$ cat src/rtl/ps2_pkg.sv
// PS/2 receive path shared types and constants.
// Entry layout is {ext, brk, code[7:0]}.
package ps2_pkg;

  typedef enum logic [1:0] {
    ST_IDLE,
    ST_DATA,
    ST_PARITY,
    ST_STOP
  } rx_state_t;

  localparam logic [7:0] PS2_EXT = 8'hE0;
  localparam logic [7:0] PS2_BRK = 8'hF0;
  localparam int ENTRY_W = 10;

  typedef struct packed {
    logic       ext;
    logic       brk;
    logic [7:0] code;
  } entry_t;

  function automatic logic odd_ok(
    input logic [7:0] d,
    input logic       p
  );
    return ^{d, p};
  endfunction

endpackage

$ cat src/rtl/sync_fifo.sv
// Single-clock FIFO with a registered show-ahead head.
// Head holds its last value while the FIFO is empty.
module sync_fifo #(
  parameter int WIDTH = 10,
  parameter int DEPTH = 8
) (
  input  logic                     clk,
  input  logic                     rstn,
  input  logic                     push,
  input  logic [WIDTH-1:0]         wr_data,
  input  logic                     pop,
  output logic [WIDTH-1:0]         head,
  output logic [$clog2(DEPTH):0]   count,
  output logic                     full,
  output logic                     empty
);

  localparam int AW = $clog2(DEPTH);
  localparam int CW = AW + 1;

  logic [WIDTH-1:0] mem [DEPTH];
  logic [AW-1:0]    wptr;
  logic [AW-1:0]    rptr;
  logic [AW-1:0]    rptr_n;
  logic [CW-1:0]    count_n;
  logic             do_push;
  logic             do_pop;

  assign empty   = (count == '0);
  assign full    = (count == CW'(DEPTH));
  assign do_pop  = pop && !empty;
  assign do_push = push && (!full || do_pop);
  assign rptr_n  = rptr + AW'(do_pop);
  assign count_n = count + CW'(do_push) - CW'(do_pop);

  always_ff @(posedge clk) begin
    if (do_push) mem[wptr] <= wr_data;
  end

  // New head bypasses memory when it is the slot written this cycle.
  always_ff @(posedge clk) begin
    if (!rstn) begin
      wptr  <= '0;
      rptr  <= '0;
      count <= '0;
      head  <= '0;
    end else begin
      if (do_push) wptr <= wptr + AW'(1);
      rptr  <= rptr_n;
      count <= count_n;
      if (count_n != '0) begin
        if (do_push && (rptr_n == wptr)) head <= wr_data;
        else head <= mem[rptr_n];
      end
    end
  end

endmodule

$ cat src/rtl/ps2_rx_fifo.sv
// PS/2 keyboard receiver with prefix merging feeding a key FIFO.
// Sticky error flags report parity, framing/timeout and overflow.
module ps2_rx_fifo
  import ps2_pkg::*;
#(
  parameter int FIFO_DEPTH   = 8,
  parameter int FILT_LEN     = 4,
  parameter int TIMEOUT_CYC  = 100000,
  parameter int MERGE_PREFIX = 1
) (
  input  logic                          clk,
  input  logic                          rstn,
  input  logic                          ps2_clk,
  input  logic                          ps2_data,
  input  logic                          rd,
  input  logic                          clr_err,
  output logic [ENTRY_W-1:0]            data_out,
  output logic                          ready,
  output logic [$clog2(FIFO_DEPTH):0]   count,
  output logic                          overflow,
  output logic                          parity_err,
  output logic                          frame_err
);

  localparam int TW = $clog2(TIMEOUT_CYC + 1);

  logic [1:0]          clk_sync;
  logic [1:0]          data_sync;
  logic [FILT_LEN-1:0] win;
  logic                filt;
  logic                fall;
  logic                sdat;

  always_ff @(posedge clk) begin
    if (!rstn) begin
      clk_sync  <= 2'b11;
      data_sync <= 2'b11;
      win       <= '1;
      filt      <= 1'b1;
    end else begin
      clk_sync  <= {clk_sync[0], ps2_clk};
      data_sync <= {data_sync[0], ps2_data};
      win       <= FILT_LEN'({win, clk_sync[1]});
      if (win == '0) filt <= 1'b0;
      else if (&win) filt <= 1'b1;
    end
  end

  assign sdat = data_sync[1];
  assign fall = filt && (win == '0);

  rx_state_t   state;
  logic [2:0]  bitcnt;
  logic [7:0]  shreg;
  logic        par;
  logic [TW-1:0] tout;
  logic        timeout;
  logic        byte_vld;
  logic [7:0]  byte_q;
  logic        perr_evt;
  logic        ferr_evt;

  assign timeout = (state != ST_IDLE) && !fall &&
                   (tout == TW'(TIMEOUT_CYC - 1));

  always_ff @(posedge clk) begin
    if (!rstn) begin
      state    <= ST_IDLE;
      bitcnt   <= '0;
      shreg    <= '0;
      par      <= 1'b0;
      tout     <= '0;
      byte_vld <= 1'b0;
      byte_q   <= '0;
      perr_evt <= 1'b0;
      ferr_evt <= 1'b0;
    end else begin
      byte_vld <= 1'b0;
      perr_evt <= 1'b0;
      ferr_evt <= 1'b0;
      if (fall || state == ST_IDLE) tout <= '0;
      else tout <= tout + TW'(1);
      if (timeout) begin
        state    <= ST_IDLE;
        ferr_evt <= 1'b1;
        tout     <= '0;
      end else if (fall) begin
        unique case (state)
          ST_IDLE: begin
            if (!sdat) begin
              state  <= ST_DATA;
              bitcnt <= '0;
            end
          end
          ST_DATA: begin
            shreg  <= {sdat, shreg[7:1]};
            bitcnt <= bitcnt + 3'd1;
            if (bitcnt == 3'd7) state <= ST_PARITY;
          end
          ST_PARITY: begin
            par   <= sdat;
            state <= ST_STOP;
          end
          ST_STOP: begin
            state <= ST_IDLE;
            if (!sdat) ferr_evt <= 1'b1;
            else if (!odd_ok(shreg, par)) perr_evt <= 1'b1;
            else begin
              byte_vld <= 1'b1;
              byte_q   <= shreg;
            end
          end
          default: state <= ST_IDLE;
        endcase
      end
    end
  end

  logic   merge;
  logic   is_ext;
  logic   is_brk;
  logic   ext_pend;
  logic   brk_pend;
  logic   push;
  entry_t push_data;

  assign merge  = (MERGE_PREFIX != 0);
  assign is_ext = merge && (byte_q == PS2_EXT);
  assign is_brk = merge && (byte_q == PS2_BRK);
  assign push   = byte_vld && !is_ext && !is_brk;

  always_comb begin
    push_data      = '0;
    push_data.code = byte_q;
    if (merge) begin
      push_data.ext = ext_pend;
      push_data.brk = brk_pend;
    end
  end

  // Prefixes persist across dropped frames until a key byte consumes them.
  always_ff @(posedge clk) begin
    if (!rstn) begin
      ext_pend <= 1'b0;
      brk_pend <= 1'b0;
    end else if (byte_vld && merge) begin
      if (is_ext) ext_pend <= 1'b1;
      else if (is_brk) brk_pend <= 1'b1;
      else begin
        ext_pend <= 1'b0;
        brk_pend <= 1'b0;
      end
    end
  end

  logic fifo_full;
  logic fifo_empty;

  sync_fifo #(
    .WIDTH (ENTRY_W),
    .DEPTH (FIFO_DEPTH)
  ) u_fifo (
    .clk     (clk),
    .rstn    (rstn),
    .push    (push),
    .wr_data (push_data),
    .pop     (rd),
    .head    (data_out),
    .count   (count),
    .full    (fifo_full),
    .empty   (fifo_empty)
  );

  assign ready = !fifo_empty;

  logic ovf_evt;
  assign ovf_evt = push && fifo_full && !rd;

  // Event assignments come last so a same-cycle error beats clr_err.
  always_ff @(posedge clk) begin
    if (!rstn) begin
      overflow   <= 1'b0;
      parity_err <= 1'b0;
      frame_err  <= 1'b0;
    end else begin
      if (clr_err) begin
        overflow   <= 1'b0;
        parity_err <= 1'b0;
        frame_err  <= 1'b0;
      end
      if (ovf_evt)  overflow   <= 1'b1;
      if (perr_evt) parity_err <= 1'b1;
      if (ferr_evt) frame_err  <= 1'b1;
    end
  end

endmodule

$ cat config.mk
export PLATFORM = sky130hd
export DESIGN_NAME = ps2_rx_fifo
export DESIGN_NICKNAME = d
export VERILOG_FILES = /design/src/rtl/ps2_pkg.sv /design/src/rtl/sync_fifo.sv /design/src/rtl/ps2_rx_fifo.sv
export SDC_FILE = /design/constraint.sdc
export NUM_CORES = 1
export LEC_CHECK = 0
export BUFFER_PORTS_ARGS = -buffer_cell sky130_fd_sc_hd__buf_2
export CELL_PAD_IN_SITES_DETAIL_PLACEMENT = 0
export CELL_PAD_IN_SITES_GLOBAL_PLACEMENT = 1
export CORE_MARGIN = 1.5
export CORE_UTILIZATION = 40
export CTS_CLUSTER_DIAMETER = 120
export DETAILED_ROUTE_END_ITERATION = 7
export GPL_ROUTABILITY_DRIVEN = 0
export PLACE_DENSITY = 0.75
export SLEW_MARGIN = 20
export SYNTH_ARGS = -nofsm -noshare
export SYNTH_HDL_FRONTEND = slang
export SYNTH_SLANG_ARGS = --single-unit
$ cat constraint.sdc
create_clock -name clk -period 7.8 [get_ports clk]
set_input_delay 0.78 -clock clk [delete_from_list [all_inputs] [get_ports clk]]
set_output_delay 0.78 -clock clk [all_outputs]
set_load 0.01 [all_outputs]
=== Word level (Yosys, flattened, before mapping) ===
Memories as Yosys holds them, arrays and structs flattened. A register that Yosys moved wholly into a read port is not among the register bits.
Index checks and enable logic that the tools add are counted.

* Flip-flop bits (word level): 66
* RAM bits: 80
* Bits of input ports: 6
* Logic and storage cells: 107
* Memories kept: 1

{| class="wikitable"
|+ Memories
! memory !! depth !! bits a word !! rd ports !! clocked after memory_dff !! wr ports !! RTL line !! source
|-
| u_fifo.mem || 8 || 10 || 1 || 1 || 1 || sync_fifo.sv:21 || <nowiki>logic [WIDTH-1:0] mem [DEPTH];</nowiki>
|}

* Add/sub/neg operators: 6
* Eq/ne operators: 11
* Multiplexer cells: 22
* Bitwise gates (word level): 6
* Reduce and logical (&&, ||, !) cells: 40

{| class="wikitable"
|+ Operator list
! operator !! number
|-
| $add A17 B1 Y17 const B || 1
|-
| $eq A17 B17 Y1 const B || 1
|-
| $mux W1 || 17
|-
| $eq A8 B8 Y1 const B || 2
|-
| $reduce_bool A2 Y1 || 6
|-
| $logic_and A1 B1 Y1 || 9
|-
| $reduce_and A3 Y1 || 3
|-
| $reduce_xor A9 Y1 || 1
|-
| $logic_not A4 Y1 || 2
|-
| $pmux W2 S4 || 1
|-
| $reduce_and A4 Y1 || 2
|-
| $logic_not A1 Y1 || 7
|-
| $add A3 B1 Y3 const B || 2
|-
| $ne A2 B2 Y1 const B || 3
|-
| $not A1 Y1 || 6
|-
| $pmux W3 S2 || 1
|-
| $reduce_and A5 Y1 || 1
|-
| $reduce_or A5 Y1 || 1
|-
| $add A4 B1 Y4 || 1
|-
| $eq A2 B2 Y1 const B || 2
|-
| $eq A4 B4 Y1 const B || 1
|-
| $mux W2 || 2
|-
| $reduce_and A2 Y1 || 2
|-
| $reduce_bool A4 Y1 || 1
|-
| 9 further kinds || 10
|}

=== Depth between registers and ports, before layout ===
* Depth after elaboration: 8
* Depth in mapped cells: 14
* Mapped depth without buffers: 13

=== Cells and area by module ===
From an unflattened synthesis, not the netlist that was laid out.

* Cells, all modules: 528
* Area, all modules: 6867.8 µm²

{| class="wikitable"
|+ By module, submodules not included
! module !! times used !! cells each !! area each (µm²) !! sequential area each (µm²)
|-
| sync_fifo || 1 || 273 || 4444.3 || 2802.7
|-
| ps2_rx_fifo || 1 || 255 || 2423.6 || 1121.1
|}

=== Worst setup path before layout ===
No wires, ideal clock.

* Kind: input to register
* From: input port rd
* To: register u_fifo.head[0] (read register of u_fifo.mem)
* Arrival: 3.065 ns
* Setup slack: 4.646 ns
* Stages on the path: 10
* Path buffers: 1
* Path through: nand2b_1 a221oi_4 ha_1 inv_1 fa_1 xnor2_1 or3b_1 or2_2 clkbuf_2 a311oi_2

* Word-level cells in the longest chain between the ends: 6

{| class="wikitable"
|+ RTL lines
! element !! RTL line !! source
|-
| from (decl) || ps2_rx_fifo.sv:15 || <nowiki>input logic rd,</nowiki>
|-
| $logic_and A1 B1 Y1 || sync_fifo.sv:31 || <nowiki>assign do_pop = pop && !empty;</nowiki>
|-
| $logic_or A1 B1 Y1 || sync_fifo.sv:32 || <nowiki>assign do_push = push && (!full || do_pop);</nowiki>
|-
| $logic_and A1 B1 Y1 || sync_fifo.sv:32 ||
|-
| net u_fifo.do_push || sync_fifo.sv:26 || <nowiki>logic do_push;</nowiki>
|-
| $add A4 B1 Y4 || sync_fifo.sv:34 || <nowiki>assign count_n = count + CW'(do_push) - CW'(do_pop);</nowiki>
|-
| $sub A4 B1 Y4 || sync_fifo.sv:34 ||
|-
| $reduce_bool A4 Y1 || sync_fifo.sv:51 || <nowiki>if (count_n != '0) begin</nowiki>
|-
| to (decl) || sync_fifo.sv:12 || <nowiki>output logic [WIDTH-1:0] head,</nowiki>
|}

The timed path passes the listed nets, and every way through them passes these cells.
A chain may end at the register's enable or synchronous reset.

=== Final worst setup path ===
* From: register u_fifo.count[3]
* To: register u_fifo.head[9] (read register of u_fifo.mem)

* Word-level cells in the longest chain between the ends: 8

{| class="wikitable"
|+ RTL lines
! element !! RTL line !! source
|-
| from (decl) || sync_fifo.sv:13 || <nowiki>output logic [$clog2(DEPTH):0] count,</nowiki>
|-
| from (signal assigned) || sync_fifo.sv:50 || <nowiki>count <= count_n;</nowiki>
|-
| $logic_not A4 Y1 || sync_fifo.sv:29 || <nowiki>assign empty = (count == '0);</nowiki>
|-
| $logic_not A1 Y1 || sync_fifo.sv:31 ||
|-
| $logic_and A1 B1 Y1 || sync_fifo.sv:31 ||
|-
| $logic_or A1 B1 Y1 (*) || sync_fifo.sv:32 ||
|-
| $logic_and A1 B1 Y1 (*) || sync_fifo.sv:32 ||
|-
| net u_fifo.do_push || sync_fifo.sv:26 ||
|-
| $add A4 B1 Y4 (*) || sync_fifo.sv:34 ||
|-
| $sub A4 B1 Y4 (*) || sync_fifo.sv:34 ||
|-
| $reduce_bool A4 Y1 (*) || sync_fifo.sv:51 ||
|}

Mark *: on every way through the listed nets, which the timed path passes. The rest lies on a longest branch.

==> summary.md <==
Routing
- 291 — 1st-iter DRT viols
- 0 — remaining number of nets flagged by the antenna check after routing
- 5.104 — drt via density
- 16.48 um — routed len/inst
- 4 — number of optimization iterations in the first detailed-route pass
- 12370 um — sum of routed wire length over all layers
- 3833 — via count
- 0 — DRC violations left

Min path
- reg2reg — Min-Delay Path Class

Timing
- 0 — number of setup violations in the final report
- 0 — max-slew violation count
- 289.7 MHz — peak clock frequency supported by timing
- 0 — number of hold violations in the final report
- 0 ps — sum of negative setup slack
- 0.4287 — Slew Limit Headroom
- 14.00 ps — clk_skew
- 0.4425 — Period Utilization, post-route
- 854.0 ps — pin slew with the least headroom to its limit
- no — RSZ-0062 raised after global routing
- 422.3 ps — WHS
- 3451 ps — final period demand of the worst path
- 4349 ps — Worst Slack Setup Final

Synth
- 80 — Post-synth EDFFs
- 51 — post-synth cell types
- 493 — synthesized netlist cell count
- 0 — fraction of synthesis flops using an asynchronous set or reset pin
- 156 — number of storage elements in the synthesis netlist
- 0.6016 — sequential element share of the synthesized area
- 13.23 um2 — syn_area_per_cell
- 516 — Post-Synthesis Net Count
- edfxtp_1 — Post-synth top flop
- 0 — number of synthesis warnings
- 6523 um2 — Mapped Area

Finish
- 751 — Final Non-Filler Cells
- 0.4717 — Final Core Density
- edfxtp_1 — most frequent standard cell in the layout excluding fill and tap cells
- 0.2112 — fraction of layout cells with a size suffix above 1
- 14.89% — Layout area overhead
- 7493 um2 — fin area
- 0 — antenna diode count
- 545 — number of nets in the finished design
- edfxtp_1 (80), dfxtp_1 (76), nor2_1 (41) — highest-count cells in the layout ignoring fill and taps
- 1432 — count of filler cells inserted in the layout

Clock tree
- 156 — Sink Count
- 4 — CTS H-tree depth
- 0 — hold buffer count at CTS
- 420 ps — clock insertion delay at the later pin of the skew report
- 2 — deepest clock path buffer count
- built — TritonCTS clock tree
- 0 — cts repair resizes
- clkbuf_16 — Root Buffer
- 0 — number of post-CTS setup repair buffers
- 60 ps — clock-pin slew of the registers on the worst-case setup and hold paths
- 17 — number of clock buffers inserted by TritonCTS

Global route
- 19630 um — global-route wire length before repair
- 3745 — via count of the first global-routing pass
- 36 — pin count of the biggest net entering global routing
- 0 — number of antenna violations at the first check in global routing
- 0.1553 — combined global-route utilization of all metal layers
- 0 — leftover overflow at the end of global routing

Power
- 0.1743 mV — peak supply drop
- 2.587 nW — leakage power total
- 2.317 mW — post-layout total power
- 309.2 nW/um2 — P per Cell Area

Flow run
- 0 — count of max-cap constraint violations

Setup path
- 11 — Max Fanout on Critical Path
- flop — type of origin of the critical path
- flop — critical path endpoint category
- 3780 ps — CP Data Arrival Time
- reg2reg — startpoint-to-endpoint class of the critical path
- 8130 ps — CP required

Placement
- 8052 um — HPWL after DPL
- 23 — IO Port Bufs
- 4196 ps — pre-CTS worst setup slack
- 6877 um2 — instance area at placement
- 719 — number of cells after detailed placement

Floorplanning
- 46 — Site Rows
- 17080 um2 — floorplan die area
- 130.7 um — overall die width
- 0.4106 — initial core utilization
- 24 — boundary pin count
- 130.7 um — vertical die dimension
- 15890 um2 — Core Area

Status
- completed — status

==> synth_stat cells (2+ instances only) <==
library cell  number  share of area
clkbuf_1           9         0.0052
mux4_2            20          0.069
buf_2              2         0.0015
nor2_1            43          0.025
nand2_1           37          0.021
a32oi_1            3         0.0040
nor3_1            16          0.012
and4_1             3         0.0040
a21oi_1           17          0.013
nand3_1           19          0.015
o21ai_0           12         0.0092
a311oi_2          10          0.023
dfxtp_1           76           0.23
mux2_2            10          0.017
edfxtp_1          80           0.37
nand4_1            4         0.0038
xor2_1            11          0.015
ha_1              16          0.031
xnor2_1           16          0.021
nor4bb_1           2         0.0031
and2_1             9         0.0086
inv_1             17         0.0098
and3_1             3         0.0029
buf_4              4         0.0046
mux2i_1           10          0.015
or3_1              2         0.0019
buf_1              3         0.0017
a31oi_1            2         0.0019
nand2b_1          10         0.0096
nor2b_1            2         0.0019
nor3b_1            5         0.0058
==> cell families (layout without fill, tap and decap cells) <==
group	after synthesis	count (layout)	synth area share
AND/OR/NAND/NOR	163	163	0.1281
XOR/XNOR	30	30	0.04604
AO/OA/AOI/OAI	50	50	0.06350
buffers and inverters	37	79	0.02532
flip-flops	156	156	0.6016
adder cells (fa/ha/maj)	17	17	0.03376
multiplexers	40	40	0.1017
==> cell type report <==
type / instances / area, um2 / share of cell area
clock buffers: 19 / 432.9 / 0.05777
clock inverters: 13 / 166.4 / 0.02221
inverters: 17 / 63.81 / 0.008516
multi-input cells: 300 / 2469 / 0.3294
flip-flops and latches: 156 / 3924 / 0.5236
well taps: 216 / 270.3 / 0.03607
repair buffers: 30 / 167.7 / 0.02237
==> sequential cells by signal (all words and copies together), names as in the netlist, 3 cells and up <==
name          count
byte_q            8
shreg             8
win               4
u_fifo.rptr       3
u_fifo.head      10
bitcnt            3
u_fifo.mem       80
u_fifo.wptr       3
u_fifo.count      4
tout             17
==> path summary, 6_finish.rpt <==
check	from	to	slack (ps)	depth (start not counted)
worst min register to register	data_sync[0]	data_sync[1]	420	1
worst max register to register	u_fifo.count[3]	u_fifo.head[9]	4350	11
worst max-delay path	u_fifo.count[3]	u_fifo.head[9]	4350	11
worst min-delay path	data_sync[0]	data_sync[1]	420	1
==> worst max-delay path, cell delays in order, from the launching register on <==
cell and delay, ps:
dfxtp_1 370, inv_1 60, ha_1 210, nand2b_1 190, a221oi_4 460, ha_1 250, inv_1 60, fa_1 370
xnor2_1 150, or3b_1 530, or2_2 490, a311oi_2 240
==> layer usage <==
metal	vias up	GRT usage	wire, um
met5	-	0	0
met4	0	0.03878	84
met3	9	0.03950	559
met2	78	0.2613	6202
met1	1878	0.2016	5526
li1	1868	-	-
==> where the power goes <==
| part | total, mW | leakage, nW | internal [mW] | switching, mW |
|---|---|---|---|---|
| clock network | 0.832 | 0.282 | 0.506 | 0.327 |
| registers | 0.922 | 1.34 | 0.896 | 0.0262 |
| logic | 0.563 | 0.966 | 0.255 | 0.308 |
Note: power is estimated with default switching activity, not from simulation.
